<file path="config.mk">
export PLATFORM = sky130hd
export DESIGN_NAME = booth_mult_seq
export DESIGN_NICKNAME = d
export VERILOG_FILES = /design/src/rtl/booth_pkg.sv /design/src/rtl/booth_datapath.sv /design/src/rtl/booth_mult_seq.sv
export SDC_FILE = /design/constraint.sdc
export NUM_CORES = 1
export LEC_CHECK = 0
export CORE_MARGIN = 4
export CORE_UTILIZATION = 42
export CTS_CLUSTER_DIAMETER = 40
export DETAILED_ROUTE_END_ITERATION = 8
export PLACE_DENSITY = 0.74
export SETUP_SLACK_MARGIN = 0.1
export SKIP_LAST_GASP = 1
export SYNTH_ARGS = -nofsm -noshare
export SYNTH_HDL_FRONTEND = slang
export SYNTH_HIERARCHICAL = 1
export SYNTH_SLANG_ARGS = --single-unit
</file>
<file path="constraint.sdc">
create_clock -name clk -period 3.7 [get_ports clk]
set_input_delay 0.74 -clock clk [delete_from_list [all_inputs] [get_ports clk]]
set_output_delay 0.74 -clock clk [all_outputs]
set_load 0.1 [all_outputs]
</file>
<file path="src/rtl/booth_pkg.sv">
// Shared types for the radix-2 Booth multiplier: FSM states, Booth step
// operations, datapath control codes and the recoding function.
package booth_pkg;

  typedef enum logic [1:0] {
    IDLE = 2'd0,
    CALC = 2'd1,
    DONE = 2'd2
  } state_t;

  typedef enum logic [1:0] {
    BOOTH_NOP = 2'd0,
    BOOTH_ADD = 2'd1,
    BOOTH_SUB = 2'd2
  } booth_op_t;

  typedef enum logic [1:0] {
    DP_HOLD = 2'd0,
    DP_LOAD = 2'd1,
    DP_STEP = 2'd2
  } dp_ctrl_t;

  // {Q[0], Q(-1)}: 01 -> add M, 10 -> subtract M, 00/11 -> no operation
  function automatic booth_op_t booth_decode(input logic q0, input logic q_m1);
    booth_op_t op;
    case ({q0, q_m1})
      2'b01:   op = BOOTH_ADD;
      2'b10:   op = BOOTH_SUB;
      default: op = BOOTH_NOP;
    endcase
    return op;
  endfunction

endpackage

</file>
<file path="src/rtl/booth_datapath.sv">
// A / Q / Q(-1) / M registers of the Booth multiplier; performs one
// add-or-subtract plus arithmetic right shift per STEP command.
module booth_datapath
  import booth_pkg::*;
#(
  parameter int WIDTH = 8
) (
  input  logic               clk,
  input  logic               rst_n,
  input  dp_ctrl_t           ctrl,
  input  logic [WIDTH-1:0]   mcand_in,
  input  logic [WIDTH-1:0]   mplier_in,
  output logic [2*WIDTH-1:0] aq_next
);

  logic [WIDTH:0]   a_q, a_d;
  logic [WIDTH:0]   m_q, m_d;
  logic [WIDTH:0]   a_sum;
  logic [WIDTH-1:0] q_q, q_d;
  logic             qm1_q, qm1_d;
  booth_op_t        op;

  always_comb begin
    op = booth_decode(q_q[0], qm1_q);
    case (op)
      BOOTH_ADD: a_sum = a_q + m_q;
      BOOTH_SUB: a_sum = a_q - m_q;
      default:   a_sum = a_q;
    endcase

    // Low 2*WIDTH bits of {A, Q} as they will be after this step's shift;
    // lets the top capture the product on the same edge as the last step.
    aq_next = {a_sum, q_q[WIDTH-1:1]};

    a_d   = a_q;
    q_d   = q_q;
    qm1_d = qm1_q;
    m_d   = m_q;
    case (ctrl)
      DP_LOAD: begin
        a_d   = '0;
        q_d   = mplier_in;
        qm1_d = 1'b0;
        m_d   = {mcand_in[WIDTH-1], mcand_in};
      end
      DP_STEP: begin
        a_d   = {a_sum[WIDTH], a_sum[WIDTH:1]};
        q_d   = {a_sum[0], q_q[WIDTH-1:1]};
        qm1_d = q_q[0];
      end
      default: ;
    endcase
  end

  always_ff @(posedge clk or negedge rst_n) begin
    if (!rst_n) begin
      a_q   <= '0;
      q_q   <= '0;
      qm1_q <= 1'b0;
      m_q   <= '0;
    end else begin
      a_q   <= a_d;
      q_q   <= q_d;
      qm1_q <= qm1_d;
      m_q   <= m_d;
    end
  end

endmodule

</file>
<file path="src/rtl/booth_mult_seq.sv">
// Sequential radix-2 Booth multiplier: control FSM, iteration counter,
// product register and start/busy/done handshake around booth_datapath.
module booth_mult_seq
  import booth_pkg::*;
#(
  parameter int WIDTH = 8
) (
  input  logic               clk,
  input  logic               rst_n,
  input  logic               start,
  input  logic [WIDTH-1:0]   multiplicand,
  input  logic [WIDTH-1:0]   multiplier,
  output logic               busy,
  output logic               done,
  output logic [2*WIDTH-1:0] product
);

  localparam int CNT_W = $clog2(WIDTH + 1);

  state_t             state_q, state_d;
  logic [CNT_W-1:0]   count_q, count_d;
  logic               busy_q, busy_d;
  logic               done_q, done_d;
  logic [2*WIDTH-1:0] product_q, product_d;
  logic [2*WIDTH-1:0] aq_next;
  dp_ctrl_t           dp_ctrl;

  booth_datapath #(
    .WIDTH(WIDTH)
  ) u_datapath (
    .clk      (clk),
    .rst_n    (rst_n),
    .ctrl     (dp_ctrl),
    .mcand_in (multiplicand),
    .mplier_in(multiplier),
    .aq_next  (aq_next)
  );

  always_comb begin
    state_d   = state_q;
    count_d   = count_q;
    product_d = product_q;
    dp_ctrl   = DP_HOLD;

    case (state_q)
      IDLE: begin
        if (start) begin
          state_d = CALC;
          count_d = CNT_W'(WIDTH);
          dp_ctrl = DP_LOAD;
        end
      end
      CALC: begin
        dp_ctrl = DP_STEP;
        count_d = count_q - CNT_W'(1);
        if (count_q == CNT_W'(1)) begin
          state_d   = DONE;
          product_d = aq_next;
        end
      end
      DONE: begin
        // A start here chains straight into the next run without an IDLE cycle
        if (start) begin
          state_d = CALC;
          count_d = CNT_W'(WIDTH);
          dp_ctrl = DP_LOAD;
        end else begin
          state_d = IDLE;
        end
      end
      default: state_d = IDLE;
    endcase

    busy_d = (state_d == CALC);
    done_d = (state_d == DONE);
  end

  always_ff @(posedge clk or negedge rst_n) begin
    if (!rst_n) begin
      state_q   <= IDLE;
      count_q   <= '0;
      busy_q    <= 1'b0;
      done_q    <= 1'b0;
      product_q <= '0;
    end else begin
      state_q   <= state_d;
      count_q   <= count_d;
      busy_q    <= busy_d;
      done_q    <= done_d;
      product_q <= product_d;
    end
  end

  assign busy    = busy_q;
  assign done    = done_q;
  assign product = product_q;

endmodule

</file>
==> impl_metrics.json <==
{
  "start_kind": "register",
  "synth_cell_types": 46,
  "overflow": 0,
  "grt_pass1_wl_mm": 8.60,
  "drv_slew": 0,
  "antenna_left": 0,
  "hold_viol": 0,
  "yosysTopAreaCell": "dfrtp_1",
  "hold_buffers": 0,
  "syn_nets": 286,
  "post-route-util_pct": 52.2,
  "die_y_um": 88.3,
  "dieArea_um2": 7800,
  "numCtsBuffers": 5,
  "ctsHtreeMaxLevel": 2,
  "die_w_um": 88.3,
  "clk_pin_slew_ps": 100,
  "final_cell_area_um2": 3180,
  "cts_root_buffer": "clkbuf_8",
  "drt_iter0_markers": 71,
  "yosysMostFrequentCell": "dfrtp_1",
  "synth_top_area_share_pct": 45.3,
  "synth_xor_area_share_pct": 3.56,
  "cp_data_arrival_time_ps": 3170,
  "drv_cap": 0,
  "std_cell_rows": 28,
  "critical_path_class": "register to register",
  "syn2layout_area_growth_pct": 17.4,
  "grt_max_degree": 50,
  "drc": 0,
  "ys_seq_elements": 49,
  "synth-compound-area-share_pct": 12.3,
  "post-cts-setup-buffers": 0,
  "endpoint_kind": "register",
  "grt_use_met1_pct": 19.8,
  "clkSinkCount": 49,
  "finalSetupTns_ps": 0,
  "min_path_type": "register to register",
  "synthSimpleGateAreaFrac_pct": 11.5,
  "cp_max_fo": 5,
  "drt-total-wl_mm": 5.02,
  "cts_resized": 0,
  "outcome": "finished, final reports clean",
  "first_pass_iters": 4,
  "ys_seq_area_share_pct": 45.3,
  "hpwl_mm": 3.60,
  "dpl_cell_area_um2": 3060,
  "post_route_cells_drive_above_1_share_pct": 13.2,
  "wl_per_cell_um": 14.1,
  "yosys-top-cells-area": "dfrtp_1, ha_1, mux2_2",
  "busiest_layer": "met2",
  "synth_ff_type": "dfrtp_1",
  "io_buffers": 36,
  "fillers": 546,
  "min_period_ps": 2960,
  "tightest_slew_ps": 1070,
  "fmax_ghz": 0.337,
  "first_global_vias": 1866,
  "dpl.cell_count": 347,
  "synth_edf_count": 0,
  "clock_skew_ps": 11.6,
  "ios": 37,
  "required_ps": 3910,
  "period_share_pct": 80.1,
  "grtUsageTotal_pct": 14.1,
  "muxShareOfSynthArea_pct": 14.3,
  "initial_core_util_pct": 44.4,
  "synth_common_cells": "dfrtp_1, o21ai_0, nand2_1, inv_1",
  "clockBufferDepth": 2,
  "vias": 1885,
  "final_nets": 313,
  "finalNonFillerCells": 355,
  "antenna-diode-count": 0,
  "async_reset_ff_share_pct": 100,
  "synth_area_per_cell_um2": 10.7,
  "routabilityCongestion": 0.810,
  "grt_use_met3_pct": 2.89,
  "viasPerCell": 5.31,
  "coreArea_um2": 6100,
  "yosys_warnings": 6,
  "setup_violations": 0,
  "rsz0062_at_grt": "false",
  "antenna_found_initial": 0,
  "clock_latency_ps": 310,
  "syn_inst": 252,
  "slew_headroom_pct": 28.8,
  "syn_area_um2": 2710,
  "cts_tree": "yes",
  "synth_top_family_by_area": "multiplexers",
  "use_met2_pct": 21.4,
  "synthAdderAreaFrac_pct": 7.21
}
[cells by family (layout without fill, tap and decap cells)]
family,after synthesis,in the layout
xor+xnor,11,11
fa+ha+maj,15,15
simple gates,58,58
mux,33,33
buf+inv,33,61
flops,49,49
compound gates,53,53
[registers in the layout, indices dropped and copies added, names as in the netlist]
register / cells
busy: 1
count_q: 4
done: 1
product: 16
state_q: 2
u_datapath/a_q: 8
u_datapath/m_q: 8
u_datapath/q_q: 8
u_datapath/qm1_q: 1
[layout make-up]
| type | instances | area (um^2) | share of cell area, % |
|---|---|---|---|
| Multi-Input combinational cell | 170 | 1320 | 41.6 |
| Timing Repair Buffer | 36 | 355 | 11.2 |
| Inverter | 17 | 63.8 | 2.01 |
| Sequential cell | 49 | 1230 | 38.6 |
| Clock inverter | 3 | 47.5 | 1.50 |
| Tap cell | 75 | 93.8 | 2.95 |
| Clock buffer | 5 | 68.8 | 2.16 |
[per-stage QoR]
stage / hold slack (ps) / setup WS, ps
6_report: 498 / 736
5_1_grt: 536 / 606
4_1_cts: 498 / 773
3_5_place_dp: 476 / 701
3_3_place_gp: 478 / 791
2_1_floorplan: 444 / 960
[final timing paths]
kind | start | to | slack [ps] | cells after the start
max | u_datapath/m_q[3]$_DFFE_PN0N_ | product[15]$_DFFE_PN0P_ | 740 | 10
min | u_datapath/qm1_q$_DFFE_PN0P_ | u_datapath/qm1_q$_DFFE_PN0P_ | 500 | 2
max reg2reg | u_datapath/m_q[3]$_DFFE_PN0N_ | product[15]$_DFFE_PN0P_ | 740 | 10
min reg2reg | u_datapath/qm1_q$_DFFE_PN0P_ | u_datapath/qm1_q$_DFFE_PN0P_ | 500 | 2
max in group asynchronous | rst_n | product[7]$_DFFE_PN0P_ | 2420 | 1
min in group asynchronous | rst_n | u_datapath/m_q[0]$_DFFE_PN0N_ | 610 | 1
[critical path, cell delays in order (launching register included)]
cell	delay (ps)
dfrtp_1	430
nor4_1	440
a21oi_1	150
xnor2_1	140
ha_1	330
a21o_1	200
a31o_1	220
or3_1	370
a21o_1	210
xnor2_1	120
mux2_4	270
[cells in the final DEF (no fill, tap or decap), types with 9 or more instances in the layout]
cell             count
dfrtp_1             49
clkdlybuf4s50_1     35
o21ai_0             21
nand2_1             19
inv_1               16
mux2_2              14
ha_1                14
nor2_1              12
a21oi_1             11
mux2i_1             11
xnor2_1              9
[layer usage]
| layer | vias up | wire, um |
|---|---|---|
| li1 | 924 | - |
| met1 | 902 | 2430 |
| met2 | 51 | 2260 |
| met3 | 8 | 219 |
| met4 | 0 | 108 |
| met5 | - | 0 |
Power is not shown: default switching activity piles up to over one toggle a cycle in this logic, so the estimate is an artifact.
